==> config.mk <==
export PLATFORM = sky130hd
export DESIGN_NAME = fifo_wr_arbiter_flat
export DESIGN_NICKNAME = d
export VERILOG_FILES = /design/src/rtl/fifo_wr_arbiter_if.sv /design/src/rtl/fifo_wr_arbiter.sv /design/src/flat_wrapper.sv
export SDC_FILE = /design/constraint.sdc
export NUM_CORES = 1
export LEC_CHECK = 0
export BUFFER_PORTS_ARGS = -buffer_cell sky130_fd_sc_hd__buf_2
export CORE_AREA = 2 2 47 66
export DETAILED_ROUTE_END_ITERATION = 6
export DIE_AREA = 0 0 49 68
export GPL_ROUTABILITY_DRIVEN = 0
export PLACE_DENSITY = 0.79
export SYNTH_ARGS = -nofsm -noshare
export SYNTH_HDL_FRONTEND = slang
export SYNTH_SLANG_ARGS = --single-unit
==> constraint.sdc <==
create_clock -name wr_clk -period 1.8 [get_ports wr_clk]
set_input_delay 0 -clock wr_clk [delete_from_list [all_inputs] [get_ports wr_clk]]
set_output_delay 0 -clock wr_clk [all_outputs]
set_load 0.01 [all_outputs]
==> src/rtl/fifo_wr_arbiter_if.sv <==
// Write-side bundle between NUM_REQ producers, the arbiter and one FIFO write port.
// Latency: n/a (wiring only).
// Backpressure: req_ready per producer, full from the FIFO.
//
// slave  : arbiter view (takes requests and full, drives ready / FIFO write / status)
// master : producer + FIFO view (the opposite directions)
interface fifo_wr_arbiter_if #(
    parameter int NUM_REQ = 4,
    parameter int DATA_W  = 8
);
    localparam int IDX_W = (NUM_REQ > 1) ? $clog2(NUM_REQ) : 1;

    logic [NUM_REQ-1:0]        req_valid;
    logic [NUM_REQ-1:0]        req_last;
    logic [NUM_REQ*DATA_W-1:0] req_data;
    logic [NUM_REQ-1:0]        req_ready;
    logic                      full;
    logic                      wr_en;
    logic [DATA_W-1:0]         wr_data;
    logic [IDX_W-1:0]          grant_id;
    logic                      busy;

    modport slave (
        input  req_valid, req_last, req_data, full,
        output req_ready, wr_en, wr_data, grant_id, busy
    );

    modport master (
        output req_valid, req_last, req_data, full,
        input  req_ready, wr_en, wr_data, grant_id, busy
    );
endinterface

==> src/rtl/fifo_wr_arbiter.sv <==
// Round-robin arbiter sharing one FIFO write port between NUM_REQ producers.
// Latency: one arbitration bubble after IDLE, then one beat per cycle (wr_en combinational).
// Backpressure: full=1 deasserts the owner's ready and stalls the burst; grant is held.
//
// Ports: wr_clk (write clock), wr_rst (async active-low reset),
//        bus.slave: req_valid/req_last/req_data in, req_ready out, full in,
//        wr_en/wr_data out to the FIFO, grant_id/busy status out.
module fifo_wr_arbiter #(
    parameter int NUM_REQ   = 4,
    parameter int DATA_W    = 8,
    parameter int MAX_BURST = 4
) (
    input  logic               wr_clk,
    input  logic               wr_rst,
    fifo_wr_arbiter_if.slave   bus
);
    localparam int IDX_W = (NUM_REQ > 1) ? $clog2(NUM_REQ) : 1;
    localparam int CNT_W = $clog2(MAX_BURST + 1);

    typedef enum logic {
        S_IDLE  = 1'b0,
        S_GRANT = 1'b1
    } state_t;

    state_t             r_state, w_state_nxt;
    logic [IDX_W-1:0]   r_rr_ptr, w_rr_ptr_nxt;
    logic [IDX_W-1:0]   r_owner, w_owner_nxt, w_owner_inc;
    logic [CNT_W-1:0]   r_beat_cnt, w_beat_cnt_nxt;

    logic [2*NUM_REQ-1:0] w_dbl;
    logic [NUM_REQ-1:0]   w_rot;
    logic [IDX_W-1:0]     w_off;
    logic [IDX_W:0]       w_sum;
    logic [IDX_W-1:0]     w_pick;
    logic                 w_pick_vld;

    logic               w_own_valid, w_own_last;
    logic [DATA_W-1:0]  w_own_data;
    logic               w_xfer, w_release;
    logic [NUM_REQ-1:0] w_ready;

    // Rotate the request vector so bit 0 is rr_ptr; the lowest set bit of the
    // rotated vector is the distance from rr_ptr to the winner.
    always_comb begin
        w_dbl      = {bus.req_valid, bus.req_valid} >> r_rr_ptr;
        w_rot      = w_dbl[NUM_REQ-1:0];
        w_off      = '0;
        w_pick_vld = 1'b0;
        for (int k = NUM_REQ - 1; k >= 0; k--) begin
            if (w_rot[k]) begin
                w_off      = IDX_W'(k);
                w_pick_vld = 1'b1;
            end
        end
        w_sum = {1'b0, r_rr_ptr} + {1'b0, w_off};
        if (w_sum >= (IDX_W + 1)'(NUM_REQ)) begin
            w_pick = IDX_W'(w_sum - (IDX_W + 1)'(NUM_REQ));
        end else begin
            w_pick = w_sum[IDX_W-1:0];
        end
    end

    // Owner's lane; non-owner data/last never reach the datapath.
    always_comb begin
        w_own_valid = 1'b0;
        w_own_last  = 1'b0;
        w_own_data  = '0;
        for (int i = 0; i < NUM_REQ; i++) begin
            if (r_owner == IDX_W'(i)) begin
                w_own_valid = bus.req_valid[i];
                w_own_last  = bus.req_last[i];
                w_own_data  = bus.req_data[i*DATA_W +: DATA_W];
            end
        end
    end

    assign w_owner_inc = (r_owner == IDX_W'(NUM_REQ - 1)) ? '0 : r_owner + IDX_W'(1);

    always_ff @(posedge wr_clk or negedge wr_rst) begin
        if (!wr_rst) begin
            r_state    <= S_IDLE;
            r_rr_ptr   <= '0;
            r_owner    <= '0;
            r_beat_cnt <= '0;
        end else begin
            r_state    <= w_state_nxt;
            r_rr_ptr   <= w_rr_ptr_nxt;
            r_owner    <= w_owner_nxt;
            r_beat_cnt <= w_beat_cnt_nxt;
        end
    end

    always_comb begin
        w_state_nxt    = r_state;
        w_rr_ptr_nxt   = r_rr_ptr;
        w_owner_nxt    = r_owner;
        w_beat_cnt_nxt = r_beat_cnt;
        w_xfer         = 1'b0;
        w_release      = 1'b0;
        w_ready        = '0;

        case (r_state)
            S_IDLE: begin
                if (w_pick_vld) begin
                    w_state_nxt    = S_GRANT;
                    w_owner_nxt    = w_pick;
                    w_beat_cnt_nxt = '0;
                end
            end
            S_GRANT: begin
                for (int i = 0; i < NUM_REQ; i++) begin
                    w_ready[i] = (r_owner == IDX_W'(i)) && !bus.full;
                end
                w_xfer = w_own_valid && !bus.full;
                // Last beat, burst cap and owner going idle all collapse into
                // one release so rr_ptr advances exactly once.
                w_release = (w_xfer && (w_own_last || (r_beat_cnt == CNT_W'(MAX_BURST - 1))))
                            || !w_own_valid;
                if (w_xfer && (r_beat_cnt != CNT_W'(MAX_BURST))) begin
                    w_beat_cnt_nxt = r_beat_cnt + CNT_W'(1);
                end
                if (w_release) begin
                    w_state_nxt  = S_IDLE;
                    w_rr_ptr_nxt = w_owner_inc;
                end
            end
            default: w_state_nxt = S_IDLE;
        endcase
    end

    assign bus.req_ready = w_ready;
    assign bus.wr_en     = w_xfer;
    assign bus.wr_data   = w_xfer ? w_own_data : '0;
    assign bus.grant_id  = r_owner;
    assign bus.busy      = (r_state == S_GRANT);

endmodule

==> src/flat_wrapper.sv <==
// flat-port wrapper written by rule: the top's interface ports become plain ports
module fifo_wr_arbiter_flat 
#(
    parameter int NUM_REQ   = 4,
    parameter int DATA_W    = 8,
    parameter int MAX_BURST = 4
)
  (wr_clk, wr_rst, bus_req_valid, bus_req_last, bus_req_data, bus_full, bus_req_ready, bus_wr_en, bus_wr_data, bus_grant_id, bus_busy);
  fifo_wr_arbiter_if #(.NUM_REQ(NUM_REQ), .DATA_W(DATA_W)) bus_i ();
  input  logic wr_clk;
  input  logic wr_rst;
  input wire logic [$bits(bus_i.req_valid)-1:0] bus_req_valid;
  input wire logic [$bits(bus_i.req_last)-1:0] bus_req_last;
  input wire logic [$bits(bus_i.req_data)-1:0] bus_req_data;
  input wire logic [$bits(bus_i.full)-1:0] bus_full;
  output wire logic [$bits(bus_i.req_ready)-1:0] bus_req_ready;
  output wire logic [$bits(bus_i.wr_en)-1:0] bus_wr_en;
  output wire logic [$bits(bus_i.wr_data)-1:0] bus_wr_data;
  output wire logic [$bits(bus_i.grant_id)-1:0] bus_grant_id;
  output wire logic [$bits(bus_i.busy)-1:0] bus_busy;
  assign bus_i.req_valid = bus_req_valid;
  assign bus_i.req_last = bus_req_last;
  assign bus_i.req_data = bus_req_data;
  assign bus_i.full = bus_full;
  assign bus_req_ready = bus_i.req_ready;
  assign bus_wr_en = bus_i.wr_en;
  assign bus_wr_data = bus_i.wr_data;
  assign bus_grant_id = bus_i.grant_id;
  assign bus_busy = bus_i.busy;
  fifo_wr_arbiter #(.NUM_REQ(NUM_REQ), .DATA_W(DATA_W), .MAX_BURST(MAX_BURST)) u_core (.wr_clk(wr_clk), .wr_rst(wr_rst), .bus(bus_i));
endmodule
==> flow_summary.json, run 1 <==
{
  "grt_antenna_before_repair": 0,
  "ios": 59,
  "register_area_um2": 201,
  "drtAntennaViolNets": 0,
  "grt_pass1_wl_um": 5340,
  "p_leak_nw": 0.800,
  "worstSetupPathType": "register to output pin",
  "hpwl_um": 2410,
  "nets": 258,
  "grt_pass1_vias": 1276,
  "fp.dieH_um": 68,
  "worst_slew_pin_slew_ns": 0.642,
  "synth.distinct_cells": 38,
  "worstPathMaxFanout": 8,
  "period_minus_slack_ns": 1.89,
  "cts_max_level": 1,
  "vdd_ir_drop_max_mv": 1.02,
  "multi_input_area_um2": 927,
  "clk-insertion-delay-late_ns": 0.23,
  "setup_viol_count_final": 11,
  "grt_max_degree": 22,
  "yosys_warnings": 0,
  "synth_fp_nets": 190,
  "tritoncts": "yes",
  "maxCapViolCount": 0,
  "route.detailed.drc": 0,
  "synth_ff_type": "dfrtp_1",
  "dieWidth_um": 49,
  "postPlaceCellArea_um2": 1390,
  "routedWlPerCell_um": 14.1,
  "synth_top_cell_area_share": 0.190,
  "worstHoldPathType": "input port to asynchronous set/reset pin",
  "synth_area_um2": 1050,
  "grt_usage": 0.203,
  "p_per_area_nw_per_um2": 1630,
  "vias": 1266,
  "cp-end-kind": "output pin",
  "via_per_inst": 5.23,
  "clkSinkCount": 8,
  "fmax_mhz": 530,
  "clk_pin_slew_ns": 0.04,
  "avgSynthCellArea_um2": 7.59,
  "synth_edf_count": 0,
  "maxSlewHeadroom": 0.571,
  "fillers": 255,
  "antennaDiodeCount": 0,
  "die_area_um2": 3330,
  "cts_buffers": 3,
  "ys_ff_latch": 8,
  "rsz0062_at_grt": "true",
  "postSynth.asyncResetShare": 1.00,
  "crit_arrival_ns": 1.89,
  "required_ns": 1.80,
  "final.period_utilization": 1.05,
  "rows": 23,
  "layout-drive-gt1-share": 0.527,
  "overflow": 0,
  "drt_first_pass_iters": 4,
  "fin_total_pwr_mw": 2.73,
  "synthCells": 139,
  "status": "finished, violations left",
  "dr.first_iter.drc_count": 19,
  "clock_skew_ns": 0.00207,
  "routed_wl_um": 3400,
  "synthToLayoutAreaGrowth_pct": 59.2,
  "initial_core_util": 0.378,
  "final_area_um2": 1680,
  "clockBufferDepth": 2,
  "worstSetupStartpointType": "register",
  "yosysTopAreaCell": "dfrtp_1",
  "core_um2": 2790,
  "setup_slack_ns": -0.0855,
  "netlist_top_cells_area": "dfrtp_1 19%, ha_1 9.5%, a211o_1 8.3%",
  "io_buffers": 58,
  "seq_area_frac_synth": 0.190,
  "violations": "setup timing",
  "maxSlewViolCount": 0,
  "root_buffer": "clkbuf_8",
  "hold_viol": 0
}
-- layout by cell type, fill, tap and decap left out, types with 4 or more instances in the layout --
master / count
buf_2: 57
nand2_1: 15
inv_1: 12
a21oi_2: 12
a211o_1: 10
buf_4: 10
dfrtp_1: 7
a221oi_1: 6
nand3b_1: 4
and2_1: 4
o21ai_1: 4
ha_4: 4
-- report_power, final --
| group | total [mW] | leakage [nW] | switching (mW) | internal (mW) |
|---|---|---|---|---|
| sequential | 0.349 | 0.0996 | 0.0921 | 0.257 |
| clock | 0.215 | 0.0216 | 0.0705 | 0.145 |
| combinational | 2.17 | 0.679 | 1.15 | 1.02 |
| total | 2.73 | 0.800 | 1.31 | 1.42 |
-- flip-flops by register name, summed over array words and instances, names as in the netlist --
register,count
u_core.bus.busy,1
u_core.r_rr_ptr,2
u_core.r_beat_cnt,3
u_core.bus.grant_id,2
-- worst max-delay path, stage by stage (launching register included) --
cell	delay, ns
dfrtp_2	0.45
inv_4	0.07
ha_4	0.16
nor2b_2	0.14
buf_4	0.16
a221oi_1	0.30
a211o_1	0.17
a21oi_2	0.06
buf_2	0.13
-- cell usage after synthesis (2+ instances only) --
cell and instances:
a221oi_1 8, nand3b_1 4, and2_1 4, a21oi_2 2, nor2_1 3, buf_2 4
o311ai_1 2, o21ai_1 4, a211o_1 10, inv_1 15, nor3b_1 2, mux2i_1 2
nand2_1 17, o21ai_0 3, nor2b_1 5, ha_1 8, or3b_1 2, a21oi_1 12
dfrtp_1 8, clkbuf_1 3, o21a_1 3, nand2b_1 2
-- metrics by stage --
stage / setup TNS [ns] / hold WS (ns) / cells / setup WS (ns) / util
2_1_floorplan: 0 / -0.296 / 139 / 0.124 / -
3_3_place_gp: 0 / -0.146 / 231 / 0.00370 / 0.497
3_5_place_dp: -0.0163 / -0.143 / 231 / -0.0163 / 0.497
4_1_cts: -0.154 / 0.135 / 241 / -0.0250 / 0.561
5_1_grt: -1.54 / 0.178 / 242 / -0.169 / 0.602
6_report: -0.652 / 0.147 / 242 / -0.0855 / 0.602
-- worst paths after layout --
kind                                                    start                                  to  slack [ns]  depth (start not counted)
min reg2reg                  u_core.r_beat_cnt[0]$_DFFE_PN0P_    u_core.r_beat_cnt[0]$_DFFE_PN0P_        0.52                          1
max in group asynchronous                              wr_rst  u_core.bus.grant_id[0]$_DFFE_PN0P_        1.46                          2
min in group wr_clk                           bus_req_last[3]           u_core.bus.busy$_DFF_PN0_        0.16                          4
min                                                    wr_rst      u_core.r_rr_ptr[0]$_DFFE_PN0P_        0.15                          2
max                        u_core.bus.grant_id[0]$_DFFE_PN0P_                      bus_wr_data[2]       -0.09                          8
max reg2reg                u_core.bus.grant_id[0]$_DFFE_PN0P_    u_core.r_beat_cnt[2]$_DFFE_PN0P_       -0.05                          8
-- cell type report --
| cell class | count | share of cell area |
|---|---|---|
| clock buffer | 3 | 0.0246 |
| inverter | 15 | 0.0350 |
| multi-input combinational | 108 | 0.552 |
| sequential | 8 | 0.120 |
| tap | 37 | 0.0276 |
| timing repair buffer | 71 | 0.241 |
-- kinds of logic (layout without fill, tap and decap cells) --
kind of cell               count (synthesis)  count (layout)  synth area share
adders and majority gates                  8               8            0.0949
and+or+nand+nor                           44              45             0.223
buffers and inverters                     24              89             0.101
AOI/OAI and AO/OA                         52              52             0.364
muxes                                      2               2            0.0190
xor gates and xnor gates                   1               1           0.00831
DFF                                        8               8             0.190
-- metal layers --
layer / global-route usage / share of wire / vias to the layer above
li1: - / - / 639
met1: 0.216 / 0.41 / 597
met2: 0.396 / 0.55 / 26
met3: 0.0240 / 0.027 / 4
met4: 0.104 / 0.011 / 0
met5: 0 / 0 / -
-- what timing repair did --
action                     CTS  global route
buffers inserted             5             1
resized for setup           22            21
setup endpoints to repair   10            14
pin swaps                   15             4
gates cloned                 1             0
hold buffers                 1             0
hold endpoints to repair     8             0
Note: power is estimated with default switching activity, not from simulation.
==> run 2, diff against run 1 <==
--- a/config.mk
+++ b/config.mk
@@ -5,6 +5,7 @@
 export SDC_FILE = /design/constraint.sdc
 export NUM_CORES = 1
 export LEC_CHECK = 0
+export ABC_AREA = 1
 export BUFFER_PORTS_ARGS = -buffer_cell sky130_fd_sc_hd__buf_2
 export CORE_AREA = 2 2 47 66
 export DETAILED_ROUTE_END_ITERATION = 6
==> run 2 against run 1 <==
Against the previous run: design area is 4.2% higher; the run now ends clean; largest cell class unchanged; clock-buffer cell count stayed put; clock skew is 0.0012 ns lower; highest routed layer unchanged; register-to-register slack better by 0.08 ns; synthesized cell count is 24% higher; critical path depth is 5 higher; synthesized area is 0.71% lower; maximum frequency is 6.3% higher.
==> flow_summary.json, run 2 <==
{
  "final_area_um2": 1750,
  "dp_cells": 269,
  "status": "completed",
  "synth_top_cell_area_share": 0.215,
  "die_area_um2": 3330,
  "via_per_inst": 4.96,
  "setup_viol_count_final": 0,
  "synth_fp_nets": 223,
  "synth_area_um2": 1050,
  "worst_slew_pin_slew_ns": 0.523,
  "grt_pass1_wl_um": 5350,
  "p_leak_nw": 0.926,
  "cts_max_level": 1,
  "seq_area_frac_synth": 0.191,
  "synthTopCellsByCount": "60 x nand2_1, 21 x nand3_1, 17 x nor2_1",
  "overflow": 0,
  "antennaDiodeCount": 0,
  "maxCapViolCount": 0,
  "yosysTopAreaCell": "nand2_1",
  "final.period_utilization": 0.986,
  "hpwl_um": 2400,
  "r2r-start": "u_core.r_rr_ptr[0]$_DFFE_PN0P_",
  "tns_ns": 0,
  "synth_ff_type": "dfrtp_1",
  "crit_end": "u_core.bus.grant_id[1]$_DFFE_PN0P_",
  "dp_slack_ns": -0.0251,
  "startpoint": "u_core.r_rr_ptr[0]$_DFFE_PN0P_",
  "period_minus_slack_ns": 1.77,
  "tritoncts": "yes",
  "whs_ns": 0.147,
  "fp.dieH_um": 68,
  "yosys.area_share.simple": 0.424,
  "grt_max_degree": 12,
  "cts_buffers": 3,
  "largest_reg_flops": 3,
  "synth_edf_count": 0,
  "worstSetupPathType": "register to register",
  "required_ns": 1.92,
  "most-common-layout-cells": "58 x buf_2, 51 x nand2_1, 16 x nor2_1, 16 x nand3_1, 16 x buf_4",
  "synthAdderAreaFrac": 0.0956,
  "r2r-end": "u_core.bus.grant_id[1]$_DFFE_PN0P_",
  "maxSlewViolCount": 0,
  "p_per_area_nw_per_um2": 1780,
  "routedWlPerCell_um": 12.4,
  "ys_ff_latch": 8,
  "synth.most_common_cell": "nand2_1",
  "worstSetupStartpointType": "register",
  "synth_top_family_by_area": "simple AND/OR/NAND/NOR gates",
  "clk-insertion-delay-late_ns": 0.23,
  "netlist_top_cells_area": "nand2_1 22%, dfrtp_1 19%, nand3_1 10%",
  "crit_arrival_ns": 1.89,
  "fin_total_pwr_mw": 3.12,
  "grt_usage": 0.201,
  "drtAntennaViolNets": 0,
  "grt_antenna_before_repair": 0,
  "clkSinkCount": 8,
  "nets": 302,
  "yosys_warnings": 0,
  "synth.distinct_cells": 23,
  "cp-end-kind": "register",
  "synthToLayoutAreaGrowth_pct": 67.0,
  "avgSynthCellArea_um2": 6.09,
  "synth_compound_area_frac": 0.186,
  "grt_pass1_vias": 1316,
  "rr_worst_depth": 13,
  "clockBufferDepth": 2,
  "hold_viol": 0,
  "worstPathMaxFanout": 7,
  "yosys-mux-area-fraction": 0,
  "rows": 23,
  "ios": 59,
  "vdd_ir_drop_max_mv": 1.16,
  "postSynth.asyncResetShare": 1.00,
  "layout-drive-gt1-share": 0.534,
  "routed_wl_um": 3550,
  "clk_pin_slew_ns": 0.04,
  "synthXorXnorAreaFrac": 0.00836,
  "initial_core_util": 0.375,
  "drt_first_pass_iters": 4,
  "dr.first_iter.drc_count": 38,
  "postPlaceCellArea_um2": 1410,
  "fillers": 248,
  "instances_no_fill": 286,
  "io_buffers": 58,
  "route.detailed.drc": 0,
  "final_common_cell": "buf_2",
  "worstHoldPathType": "input port to asynchronous set/reset pin",
  "root_buffer": "clkbuf_8",
  "clock_skew_ns": 0.000869,
  "core_um2": 2790,
  "setup_slack_ns": 0.0258,
  "rrSetupSlack_ns": 0.03,
  "fmax_mhz": 564,
  "dieWidth_um": 49,
  "synthCells": 172,
  "post-route-util": 0.627,
  "rsz0062_at_grt": "true",
  "maxSlewHeadroom": 0.650,
  "vias": 1419,
  "regMostFlops": "u_core.r_beat_cnt"
}
-- run 2: cell types whose count changed in the layout (fill, tap and decap cells not counted), moves of 5 or more --
cell	previous run	this run
nand3_2	0	5
a21oi_2	12	7
nand2_1	15	51
o211ai_1	1	6
a211o_1	10	0
a221oi_1	6	0
nor2_1	3	16
nand2_2	1	11
buf_4	10	16
nand3_1	1	16
-- run 2: per-layer routing --
metal | part of all wire | vias up | track usage
met1 | 0.38 | 629 | 0.209
met3 | 0.071 | 10 | 0.0480
met5 | 0 | - | 0
li1 | - | 712 | -
met2 | 0.52 | 68 | 0.389
met4 | 0.026 | 0 | 0.0821
-- run 2: what timing repair did --
item                                   4_1_cts  5_1_grt
gates cloned                                 1        0
setup buffers                                5        7
endpoints found under the hold margin        8        0
hold buffers                                 1        0
setup endpoints to repair                   10       12
pin swaps                                    2        8
resized for setup                           14       38
-- run 2: kinds of logic after synthesis --
logic type	after synthesis
XOR/XNOR	1
buffers and inverters	24
AND/OR/NAND/NOR	106
flip-flops	8
adder cells (fa/ha/maj)	8
AO/OA/AOI/OAI	25
-- run 2: worst max-delay path: stages (launching register included) --
cell and delay, ns:
dfrtp_2 0.45, inv_4 0.08, nand2_4 0.07, nand3_2 0.07, nand2_2 0.09, nand3_2 0.07, a21boi_2 0.15, ha_2 0.20
xor2_2 0.16, nand3_1 0.09, nand2_1 0.07, nand2_1 0.05, nand2_1 0.08, inv_1 0.04
-- run 2: worst min path at each step --
stage               startpoint  cells past startpoint                            endpoint
floorplan               wr_rst                      0           u_core.bus.busy$_DFF_PN0_
global placement        wr_rst                      1  u_core.bus.grant_id[0]$_DFFE_PN0P_
detailed placement      wr_rst                      1  u_core.bus.grant_id[0]$_DFFE_PN0P_
CTS                     wr_rst                      2           u_core.bus.busy$_DFF_PN0_
global route            wr_rst                      2           u_core.bus.busy$_DFF_PN0_
finish                  wr_rst                      2           u_core.bus.busy$_DFF_PN0_
-- run 2: area by class of cell --
cell class                      count  area, um2  share of cell area
Multi-Input combinational cell    141        918               0.525
Timing Repair Buffer               78        454               0.260
Sequential cell                     8        205               0.117
Inverter                           19       83.8              0.0479
Tap cell                           37       46.3              0.0265
Clock buffer                        3       41.3              0.0236
-- run 2: power by group --
part / internal [mW] / switching (mW) / leakage, nW
combinational: 1.06 / 1.40 / 0.810
clock: 0.144 / 0.0654 / 0.0216
sequential: 0.282 / 0.164 / 0.0946
